$ cat config.mk
export PLATFORM = sky130hd
export DESIGN_NAME = vec_mac_accel
export DESIGN_NICKNAME = d
export VERILOG_FILES = /design/src/rtl/vec_mac_accel.sv
export SDC_FILE = /design/constraint.sdc
export NUM_CORES = 1
export LEC_CHECK = 0
export BUFFER_PORTS_ARGS = -buffer_cell sky130_fd_sc_hd__buf_2
export CORE_MARGIN = 3
export CORE_UTILIZATION = 40
export CTS_CLUSTER_SIZE = 28
export DETAILED_ROUTE_END_ITERATION = 7
export GPL_ROUTABILITY_DRIVEN = 0
export HOLD_SLACK_MARGIN = 0.08
export MAX_ROUTING_LAYER = met4
export PLACE_DENSITY = 0.61
export SLEW_MARGIN = 20
export SYNTH_ARGS = -nofsm -noshare
export SYNTH_HDL_FRONTEND = slang
export SYNTH_SLANG_ARGS = --single-unit
$ cat constraint.sdc
create_clock -name clk -period 21.2 [get_ports clk]
set_input_delay 2.12 -clock clk [delete_from_list [all_inputs] [get_ports clk]]
set_output_delay 2.12 -clock clk [all_outputs]
set_load 0.01 [all_outputs]
$ cat src/rtl/vec_mac_accel.sv
// Memory-mapped lane-serial multiply/accumulate co-processor: element-wise multiply or dot product.
// One lane per cycle while busy; completion raises done and a one-cycle irq pulse.
module vec_mac_accel #(
  parameter int DATA_W = 32,
  parameter int LANE_W = 8,
  parameter int ACC_W  = 32,
  parameter int CTR_W  = 16
) (
  input  logic              clk,
  input  logic              rst,
  input  logic [31:0]       addr,
  input  logic              wr_en,
  input  logic              accel_select,
  input  logic [DATA_W-1:0] data_in,
  output logic [DATA_W-1:0] data_out,
  output logic [CTR_W-1:0]  ctr,
  output logic              irq
);

  localparam int LANES  = DATA_W / LANE_W;
  localparam int PROD_W = 2 * LANE_W;
  localparam logic [CTR_W-1:0] LAST_LANE = CTR_W'(LANES - 1);

  localparam logic [2:0] R_CTRL = 3'd0;
  localparam logic [2:0] R_CTR  = 3'd1;
  localparam logic [2:0] R_A    = 3'd2;
  localparam logic [2:0] R_B    = 3'd3;
  localparam logic [2:0] R_C    = 3'd4;
  localparam logic [2:0] R_ACC  = 3'd5;

  typedef enum logic [1:0] {
    IDLE,
    RUN,
    DONE
  } state_t;

  state_t             state;
  logic [DATA_W-1:0]  a_reg;
  logic [DATA_W-1:0]  b_reg;
  logic [DATA_W-1:0]  c_reg;
  logic [ACC_W-1:0]   acc;
  logic [CTR_W-1:0]   counter;
  logic               mode_l;
  logic               signed_l;
  logic               done;
  logic               busy;

  logic [2:0] reg_sel;
  logic       wr;
  logic       ctrl_go;
  logic       ctrl_mode;
  logic       ctrl_signed;
  logic       ctrl_clr;
  logic       unused_addr;

  assign reg_sel     = addr[4:2];
  assign wr          = wr_en & accel_select;
  assign ctrl_go     = data_in[0];
  assign ctrl_mode   = data_in[1];
  assign ctrl_signed = data_in[2];
  assign ctrl_clr    = data_in[3];
  assign unused_addr = ^{addr[31:5], addr[1:0]};

  // Current lane operands, selected by the cycle counter.
  logic [LANE_W-1:0] a_lane;
  logic [LANE_W-1:0] b_lane;

  always_comb begin
    a_lane = '0;
    b_lane = '0;
    for (int i = 0; i < LANES; i++) begin
      if (counter == CTR_W'(i)) begin
        a_lane = a_reg[i*LANE_W +: LANE_W];
        b_lane = b_reg[i*LANE_W +: LANE_W];
      end
    end
  end

  logic signed [PROD_W-1:0] prod_s;
  logic        [PROD_W-1:0] prod_u;
  logic        [ACC_W-1:0]  prod_ext;

  // Low LANE_W bits of the product are identical for signed and unsigned operands.
  always_comb begin
    prod_s   = PROD_W'($signed(a_lane)) * PROD_W'($signed(b_lane));
    prod_u   = PROD_W'(a_lane) * PROD_W'(b_lane);
    prod_ext = signed_l ? ACC_W'(prod_s) : ACC_W'(prod_u);
  end

  logic [DATA_W-1:0] c_next;

  always_comb begin
    c_next = c_reg;
    for (int i = 0; i < LANES; i++) begin
      if (counter == CTR_W'(i)) begin
        c_next[i*LANE_W +: LANE_W] = prod_u[LANE_W-1:0];
      end
    end
  end

  logic [CTR_W-1:0] counter_inc;

  assign counter_inc = (counter == {CTR_W{1'b1}}) ? counter : counter + CTR_W'(1);

  always_ff @(posedge clk) begin
    if (rst) begin
      state    <= IDLE;
      a_reg    <= '0;
      b_reg    <= '0;
      c_reg    <= '0;
      acc      <= '0;
      counter  <= '0;
      mode_l   <= 1'b0;
      signed_l <= 1'b0;
      done     <= 1'b0;
      busy     <= 1'b0;
      irq      <= 1'b0;
    end else begin
      irq <= 1'b0;
      case (state)
        IDLE, DONE: begin
          if (wr && reg_sel == R_A) a_reg <= data_in;
          if (wr && reg_sel == R_B) b_reg <= data_in;
          if (wr && reg_sel == R_CTRL) begin
            if (ctrl_clr) acc <= '0;
            if (ctrl_go) begin
              state    <= RUN;
              mode_l   <= ctrl_mode;
              signed_l <= ctrl_signed;
              counter  <= '0;
              done     <= 1'b0;
              busy     <= 1'b1;
            end
          end
        end
        RUN: begin
          if (mode_l) acc   <= acc + prod_ext;
          else        c_reg <= c_next;
          counter <= counter_inc;
          if (counter == LAST_LANE) begin
            state <= DONE;
            done  <= 1'b1;
            busy  <= 1'b0;
            irq   <= 1'b1;
          end
        end
        default: state <= IDLE;
      endcase
    end
  end

  logic [DATA_W-1:0] acc_rd;

  generate
    if (ACC_W >= DATA_W) begin : g_acc_trunc
      assign acc_rd = acc[DATA_W-1:0];
    end else begin : g_acc_ext
      assign acc_rd = signed_l ? DATA_W'($signed(acc)) : DATA_W'(acc);
    end
  endgenerate

  logic [DATA_W-1:0] ctrl_rd;

  always_comb begin
    ctrl_rd           = '0;
    ctrl_rd[DATA_W-1] = done;
    ctrl_rd[DATA_W-2] = busy;
    ctrl_rd[2]        = signed_l;
    ctrl_rd[1]        = mode_l;
  end

  always_comb begin
    data_out = '0;
    case (reg_sel)
      R_CTRL:  data_out = ctrl_rd;
      R_CTR:   data_out = DATA_W'(counter);
      R_A:     data_out = a_reg;
      R_B:     data_out = b_reg;
      R_C:     data_out = c_reg;
      R_ACC:   data_out = acc_rd;
      default: data_out = '0;
    endcase
  end

  assign ctr = counter;

endmodule
==> impl_metrics.toml, run 1 <==
[yosys]
synth_nets = 1870
synth_edf_count = 0
syn_avg_cell_area_um2 = 7.87
synth-seq-cells = 151
async_flop_share_pct = 0
ys_warn_count = 0
synthFlopType = "dfxtp_1"
yosysSeqAreaShare_pct = 23.7
synth_cell_types = 66
synth_cells = 1623
synth_area_mm2 = 0.0128

[grt]
grt_antenna_before_repair = 0
grt_pass1_vias = 11000
grt_max_degree = 84
grt_pass1_wl_mm = 61.4
overflow = 0
track_usage_pct = 23.7

[die]
rows = 64
initial_utilization_pct = 41.2
ios = 117
dieArea_mm2 = 0.0341
die_y_um = 185
dieWidth_um = 185
core-area_mm2 = 0.0310

[worst_setup_path]
r2r-end = "acc[31]$_SDFFE_PP0P_"
reg2reg_slack_ps = 11630
cp.required_ps = 21520
critPathMostFrequentCell = "fa_1"
path_class = "reg2reg"
cpPeakStageDelay_ps = 750
r2r-start = "ctr[10]$_SDFFE_PP0P_"
cp_slowest_cell = "fa_1"
cp_max_fo = 18
startpoint_type = "flop"
worst-r2r-cell-count = 31
end_kind = "flop"
cp.arrival_ps = 9890

[detailed_routing]
vias_per_cell = 5.59
top_layer_used = "met4"
routedWlPerCell_um = 18.9
drt-met1-wl_mm = 18.2
firstDrtPassIters = 6
wl_met3_mm = 3.00
vias = 11600
drt_iter0_markers = 1121
dr_wl_met2_mm = 17.0
ant_nets = 0
routed_wl_mm = 39.1
drc = 0

[cells_and_area]
layout_commonest_cell = "nand2_1"
final_net_count = 1908
synthToLayoutAreaGrowth_pct = 10.1
diodes = 0
drive_above_1_share_pct = 9.44
final_cell_mix = "284 x nand2_1, 160 x a21oi_1, 157 x inv_1"
fin_util_pct = 45.4
fillerInstances = 3069

[min_path]
holdCritPathClass = "reg2reg"
whs_endpoint = "c_reg[24]$_SDFFE_PP0P_"
worst_hold_path.num_cells = 2
min_from = "c_reg[24]$_SDFFE_PP0P_"

[timing]
slew_headroom_pct = 25.5
layout_min_cycle_time_ps = 9570
tns_ps = 0
finalClockSkew_ps = 11.4
hold_viol = 0
finalCritPeriodShare_pct = 45.1
setup_viol = 0
rsz0062_at_grt = "false"
worst_pin_slew_ps = 1110
drv_slew = 0
max_freq_mhz = 104

[cts]
cts_max_level = 4
numCtsBuffers = 17
cts_buffer_depth = 2
cts_root_buf = "clkbuf_16"
clk-insertion-delay-late_ps = 440
ctsHoldBuffers = 0
cts_tree = "yes"
clock-sinks = 151
post_cts_buffers = 0
path_clk_slew_ps = 70
cts_resized = 0

[placed_design]
port_buffers = 87
place_hpwl_mm = 30.1

[power]
p_per_area_mw_per_mm2 = 45.5
ir_drop_mv = 0.0564
p_leak_uw = 0.00627

[job]
cap_viol_max_count = 0

[outcome]
outcome = "completed"
## how the worst max path moves through the flow
stage / startpoint / end / slack [ps] / depth (start not counted)
2_1_floorplan: ctr[6]$_SDFFE_PP0P_ / acc[31]$_SDFFE_PP0P_ / 13110 / 37
3_3_place_gp: ctr[10]$_SDFFE_PP0P_ / acc[31]$_SDFFE_PP0P_ / 11780 / 31
3_5_place_dp: ctr[6]$_SDFFE_PP0P_ / acc[31]$_SDFFE_PP0P_ / 11690 / 31
4_1_cts: ctr[6]$_SDFFE_PP0P_ / acc[31]$_SDFFE_PP0P_ / 11680 / 31
5_1_grt: ctr[10]$_SDFFE_PP0P_ / acc[31]$_SDFFE_PP0P_ / 11000 / 31
6_report: ctr[10]$_SDFFE_PP0P_ / acc[31]$_SDFFE_PP0P_ / 11630 / 31
## routing by layer
metal	global-route usage [%]	vias to the layer above
met1	33.8	5519
met3	3.85	53
met4	6.27	0
met5	-	-
li1	-	5551
met2	35.1	440
## metrics by stage
stage          instances  setup slack (ps)  instance area [um2]  total power [uW]  hold slack (ps)
2_1_floorplan       1623             13110                12800               314              431
3_3_place_gp        2038             11780                13500               326              441
3_5_place_dp        2038             11690                13500               327              444
4_1_cts             2069             11680                14100               641              451
5_1_grt             2069             11000                14100               658              477
6_report            2069             11630                14100               639              451
## worst max-delay path, delay by kind of cell (launching register included)
family          cells  cell delay [ps]
xor+xnor            3              820
buf+inv             4              400
simple gates        8             2630
fa+ha+maj           5             2560
compound gates     10             2300
flops               1              470
mux                 1              250
## synth_stat cells, types with 9 or more instances
library cell / n / share of area, %
inv_1: 157 / 4.6
nand3_1: 28 / 1.1
o21ai_0: 30 / 1.2
nor2_1: 131 / 3.8
a21oi_1: 160 / 6.3
mux2_2: 13 / 1.1
and2_1: 9 / 0.44
dfxtp_1: 151 / 24
a211oi_1: 11 / 0.65
ha_1: 95 / 9.3
a31oi_1: 9 / 0.44
clkbuf_1: 64 / 1.9
o22ai_1: 30 / 1.5
nor3_1: 15 / 0.59
a22oi_1: 45 / 2.6
xnor2_1: 34 / 2.3
nand2b_1: 13 / 0.64
xor2_1: 26 / 1.8
mux2i_1: 62 / 4.9
a21o_1: 15 / 0.88
fa_1: 84 / 13
o21ai_1: 23 / 0.90
or3_1: 9 / 0.44
buf_2: 11 / 0.43
nand2_1: 284 / 8.3
o21a_1: 14 / 0.82
## where the power goes
| group | internal [uW] | switching [uW] |
|---|---|---|
| sequential | 285 | 1.80 |
| combinational | 10.6 | 23.5 |
| clock | 188 | 130 |
| total | 484 | 155 |
## kinds of logic (layout without fill, tap and decap cells)
family          Yosys count  count (layout)  synth area share, %
simple gates            533             533                 17.8
compound gates          378             378                 18.2
buf+inv                 246             296                 7.68
fa+ha+maj               179             179                 22.5
flops                   151             151                 23.7
mux                      76              76                 6.12
xor+xnor                 60              60                 4.11
## cell type report
| cell class | instances | area [um2] | area share, % |
|---|---|---|---|
| multi-input cells | 1226 | 8770 | 62.4 |
| inverters | 164 | 628 | 4.47 |
| clock buffers | 20 | 447 | 3.18 |
| flip-flops and latches | 151 | 3020 | 21.5 |
| clock inverters | 11 | 149 | 1.06 |
| repair buffers | 101 | 546 | 3.88 |
| well taps | 396 | 495 | 3.52 |
Power figures use the tool's default switching activity.
==> run 2, diff against run 1 <==
==> constraint.sdc (replaced) <==
create_clock -name clk -period 9.8 [get_ports clk]
set_input_delay 0.98 -clock clk [delete_from_list [all_inputs] [get_ports clk]]
set_output_delay 0.98 -clock clk [all_outputs]
set_load 0.01 [all_outputs]
==> run 2 against run 1 <==
Against the previous run: clock power rose by 100%; non-clock buffer count increased by 12; register-to-register slack got worse by 11000 ps; clock skew decreased by 1.0 ps; critical path depth up 2; worst setup slack got worse by 11000 ps; flip-flop and latch count did not move; cell count increased by 0.63%; clock-buffer cell count is 3 lower; combinational power is 120% higher.
==> impl_metrics.toml, run 2 (synthesized netlist as in run 1, its figures left out) <==
[timing]
tns_ps = 0
slew_headroom_pct = 28.6
max_freq_mhz = 112
finalCritPeriodShare_pct = 91.2
hold_ws_ps = 452
layout_min_cycle_time_ps = 8930
worst_pin_slew_ps = 1070
hold_viol = 0
setup_viol = 0
drv_slew = 0
rsz0062_at_grt = "false"
finalClockSkew_ps = 10.4

[grt]
grt_antenna_before_repair = 0
grt_max_degree = 95
grt_pass1_wl_mm = 61.6
grt_pass1_vias = 11000
overflow = 0
track_usage_pct = 23.7

[power]
p_per_area_mw_per_mm2 = 94.4
p_total_uw = 1330
p_leak_uw = 0.00633
ir_drop_mv = 0.117

[cells_and_area]
final_net_count = 1920
layout_commonest_cell = "nand2_1"
seqCellArea_mm2 = 0.00302
fillerInstances = 3056
diodes = 0
multi_input_area_mm2 = 0.00879
final_cell_mix = "283 x nand2_1, 160 x a21oi_1, 157 x inv_1"
synthToLayoutAreaGrowth_pct = 10.7
drive_above_1_share_pct = 10.6

[cts]
cts_max_level = 4
ctsHoldBuffers = 0
cts_buffer_depth = 2
cts_resized = 0
cts_tree = "yes"
clock-sinks = 151
numCtsBuffers = 17
path_clk_slew_ps = 70
cts_root_buf = "clkbuf_16"
clk-insertion-delay-late_ps = 440
post_cts_buffers = 0

[min_path]
worst_hold_path.num_cells = 2
holdCritPathClass = "reg2reg"

[die]
initial_utilization_pct = 41.2
dieArea_mm2 = 0.0341
core-area_mm2 = 0.0310
ios = 117
dieWidth_um = 185
die_y_um = 185
rows = 64

[worst_setup_path]
cp.arrival_ps = 9260
startpoint_type = "flop"
worst-r2r-cell-count = 33
cp_max_fo = 18
path_class = "reg2reg"
end_kind = "flop"
cpPeakStageDelay_ps = 550
cp.required_ps = 10120
cp_slowest_cell = "mux2i_1"
critPathMostFrequentCell = "inv_1"

[detailed_routing]
firstDrtPassIters = 5
routedWlPerCell_um = 18.7
vias_per_cell = 5.50
drt_iter0_markers = 942
routed_wl_mm = 38.9
drc = 0
ant_nets = 0
vias = 11500

[outcome]
outcome = "completed"

[placed_design]
place_hpwl_mm = 30.7
port_buffers = 87

[job]
cap_viol_max_count = 0
## run 2: critical path, delay by kind of cell (launching register included)
| kind | cells | cell delay (ps) |
|---|---|---|
| fa+ha+maj | 6 | 2620 |
| compound gates | 12 | 2350 |
| simple gates | 8 | 2090 |
| buf+inv | 6 | 700 |
| mux | 1 | 550 |
| flops | 1 | 490 |
## run 2: where the power goes
part           internal [uW]  switching [uW]  total [uW]
Combinational           23.3            50.5        73.8
Clock                    335             304         640
Sequential               617            4.12         621
## run 2: final cells by class
type / instances / share of cell area [%]
Multi-Input combinational cell: 1226 / 62.2
Sequential cell: 151 / 21.4
Timing Repair Buffer: 113 / 4.55
Inverter: 164 / 4.44
Tap cell: 396 / 3.50
Clock buffer: 17 / 3.01
Clock inverter: 15 / 0.938
## run 2: routing by layer
layer	up-vias	wire length, um	track usage [%]
li1	5592	-	-
met3	55	2580	4.40
met4	0	778	6.00
met1	5489	18100	32.7
met2	323	17500	36.1
met5	-	0	-
## run 2: path summary, 6_finish.rpt
kind / startpoint / endpoint / slack, ps
max: ctr[10]$_SDFFE_PP0P_ / acc[31]$_SDFFE_PP0P_ / 870
min: c_reg[24]$_SDFFE_PP0P_ / c_reg[24]$_SDFFE_PP0P_ / 450
max reg2reg: ctr[10]$_SDFFE_PP0P_ / acc[31]$_SDFFE_PP0P_ / 870
min reg2reg: c_reg[24]$_SDFFE_PP0P_ / c_reg[24]$_SDFFE_PP0P_ / 450
## run 2: metrics by stage
stage	utilization (%)	cells	worst slack (ps)	cell area, um2
2_1_floorplan	-	1623	1710	12800
3_3_place_gp	43.7	2049	659	13500
3_5_place_dp	43.8	2050	533	13600
4_1_cts	45.6	2082	512	14100
5_1_grt	45.6	2082	62.7	14100
6_report	45.6	2082	867	14100
==> run 3, diff against run 2 <==
--- a/config.mk
+++ b/config.mk
@@ -13,7 +13,6 @@
 export GPL_ROUTABILITY_DRIVEN = 0
 export HOLD_SLACK_MARGIN = 0.08
 export MAX_ROUTING_LAYER = met4
-export PLACE_DENSITY = 0.61
 export SLEW_MARGIN = 20
 export SYNTH_ARGS = -nofsm -noshare
 export SYNTH_HDL_FRONTEND = slang
==> run 3 against run 2 <==
Against the previous run: flip-flop and latch count did not move; clock skew grew 1.3 ps; sequential share of layout area hardly changed; sequential power barely moved; first-iteration DRC count increased by 20%; worst setup slack got worse by 17 ps; total power grew 0.90%; core utilization fell by 0.093 points; cell area down 0.20%; clock power increased by 2%.
==> impl_metrics.toml, run 3 (synthesized netlist as in run 1, its figures left out) <==
[outcome]
outcome = "completed"

[job]
cap_viol_max_count = 0

[worst_setup_path]
cp_slowest_cell = "mux2i_1"
cp.required_ps = 10110
path_class = "reg2reg"
startpoint_type = "flop"
cp_max_fo = 25
critPathMostFrequentCell = "inv_1"
cp.arrival_ps = 9260
cpPeakStageDelay_ps = 620
end_kind = "flop"

[cts]
ctsHoldBuffers = 0
clk-insertion-delay-late_ps = 430
numCtsBuffers = 17
clock-sinks = 151
cts_max_level = 4
cts_tree = "yes"
path_clk_slew_ps = 70
cts_root_buf = "clkbuf_16"
cts_buffer_depth = 2

[timing]
hold_viol = 0
slew_headroom_pct = 27.3
finalCritPeriodShare_pct = 91.3
worst_pin_slew_ps = 1090
max_freq_mhz = 112
layout_min_cycle_time_ps = 8950
setup_viol = 0
drv_slew = 0
tns_ps = 0
finalClockSkew_ps = 11.7
rsz0062_at_grt = "false"

[detailed_routing]
vias_per_cell = 5.52
routed_wl_mm = 38.6
drc = 0
firstDrtPassIters = 6
vias = 11500
drt_iter0_markers = 1134
ant_nets = 0
routedWlPerCell_um = 18.6

[grt]
overflow = 0
globalRouteMet2Util_pct = 34.9
grt_antenna_before_repair = 0
track_usage_pct = 23.5
grt_use_met1_pct = 33.4
grt_pass1_vias = 10800
globalRouteMet3Util_pct = 4.03
grt_busiest_layer = "met2"
grt_max_degree = 101
grt_pass1_wl_mm = 60.9

[placed_design]
dp.cells = 2047
port_buffers = 87
place_hpwl_mm = 30.2

[power]
p_switching_uw = 350
swShare_pct = 26.0
p_per_area_mw_per_mm2 = 95.4
p_leak_uw = 0.00630
ir_drop_mv = 0.120
combPwrFrac_pct = 5.5
p_int_uw = 996
clkPwrFrac_pct = 48.4
p_seq_share_pct = 46.1

[cells_and_area]
diodes = 0
layout_commonest_cell = "nand2_1"
drive_above_1_share_pct = 10.3
final_cells = 2079
final_cell_mix = "284 x nand2_1, 160 x a21oi_1, 157 x inv_1"
synthToLayoutAreaGrowth_pct = 10.5
fillerInstances = 3132
final_net_count = 1917

[die]
initial_utilization_pct = 41.2
rows = 64
core-area_mm2 = 0.0310
dieArea_mm2 = 0.0341
dieWidth_um = 185
die_y_um = 185
ios = 117

[min_path]
holdCritPathClass = "reg2reg"
-- run 3: changes by cell type in the layout (fill, tap and decap cells not counted), moves of 2 or more --
cell	previous run	this run
inv_6	6	3
buf_4	27	25
clkinv_4	2	4
clkinvlp_4	1	3
inv_8	4	2
-- run 3: what timing repair did --
action	CTS	global route
buffers inserted	0	0
resized for setup	0	4
setup endpoints to repair	0	6
-- run 3: path summary, 6_finish.rpt --
path,start,to,depth (start not counted),slack [ps]
setup reg to reg,ctr[10]$_SDFFE_PP0P_,acc[31]$_SDFFE_PP0P_,31,850
setup / recovery,ctr[10]$_SDFFE_PP0P_,acc[31]$_SDFFE_PP0P_,31,850
hold reg to reg,c_reg[16]$_SDFFE_PP0P_,c_reg[16]$_SDFFE_PP0P_,2,450
hold / removal,c_reg[16]$_SDFFE_PP0P_,c_reg[16]$_SDFFE_PP0P_,2,450
-- run 3: stage by stage --
stage	hold slack (ps)	utilization (%)	instance area (um2)	setup slack [ps]	power [uW]
CTS	456	45.5	14100	518	1350
global route	472	45.5	14100	148	1380
floorplan	431	-	12800	1710	679
detailed placement	447	43.7	13500	524	707
global placement	441	43.7	13500	612	707
finish	453	45.5	14100	850	1350
-- run 3: power by group through the flow --
stage | registers [uW] | clock network, uW | logic (uW)
2_1_floorplan | 633 | 0 | 46.1
3_3_place_gp | 635 | 0 | 72.2
3_5_place_dp | 635 | 0 | 72.4
4_1_cts | 621 | 655 | 72.6
5_1_grt | 621 | 683 | 79.2
6_report | 621 | 652 | 73.4
-- run 3: layout make-up --
cell class,instances,area (um2),area share [%]
Clock buffer,18,429,3.04
Tap cell,396,495,3.51
Sequential cell,151,3020,21.4
Multi-Input combinational cell,1226,8780,62.2
Inverter,164,628,4.45
Clock inverter,14,141,1.00
Timing Repair Buffer,110,613,4.35
-- run 3: critical path: cells and delay by family (launching register included) --
kind | cells | cell delay, ps
AND/OR/NAND/NOR | 9 | 2910
adder cells (fa/ha/maj) | 6 | 2520
AO/OA/AOI/OAI | 10 | 1930
multiplexers | 1 | 620
buffers and inverters | 5 | 430
flip-flops | 1 | 400
-- run 3: routing by layer --
metal	wire length, um	vias up
li1	-	5579
met4	769	0
met1	18100	5455
met3	2820	43
met2	16900	395
met5	0	-
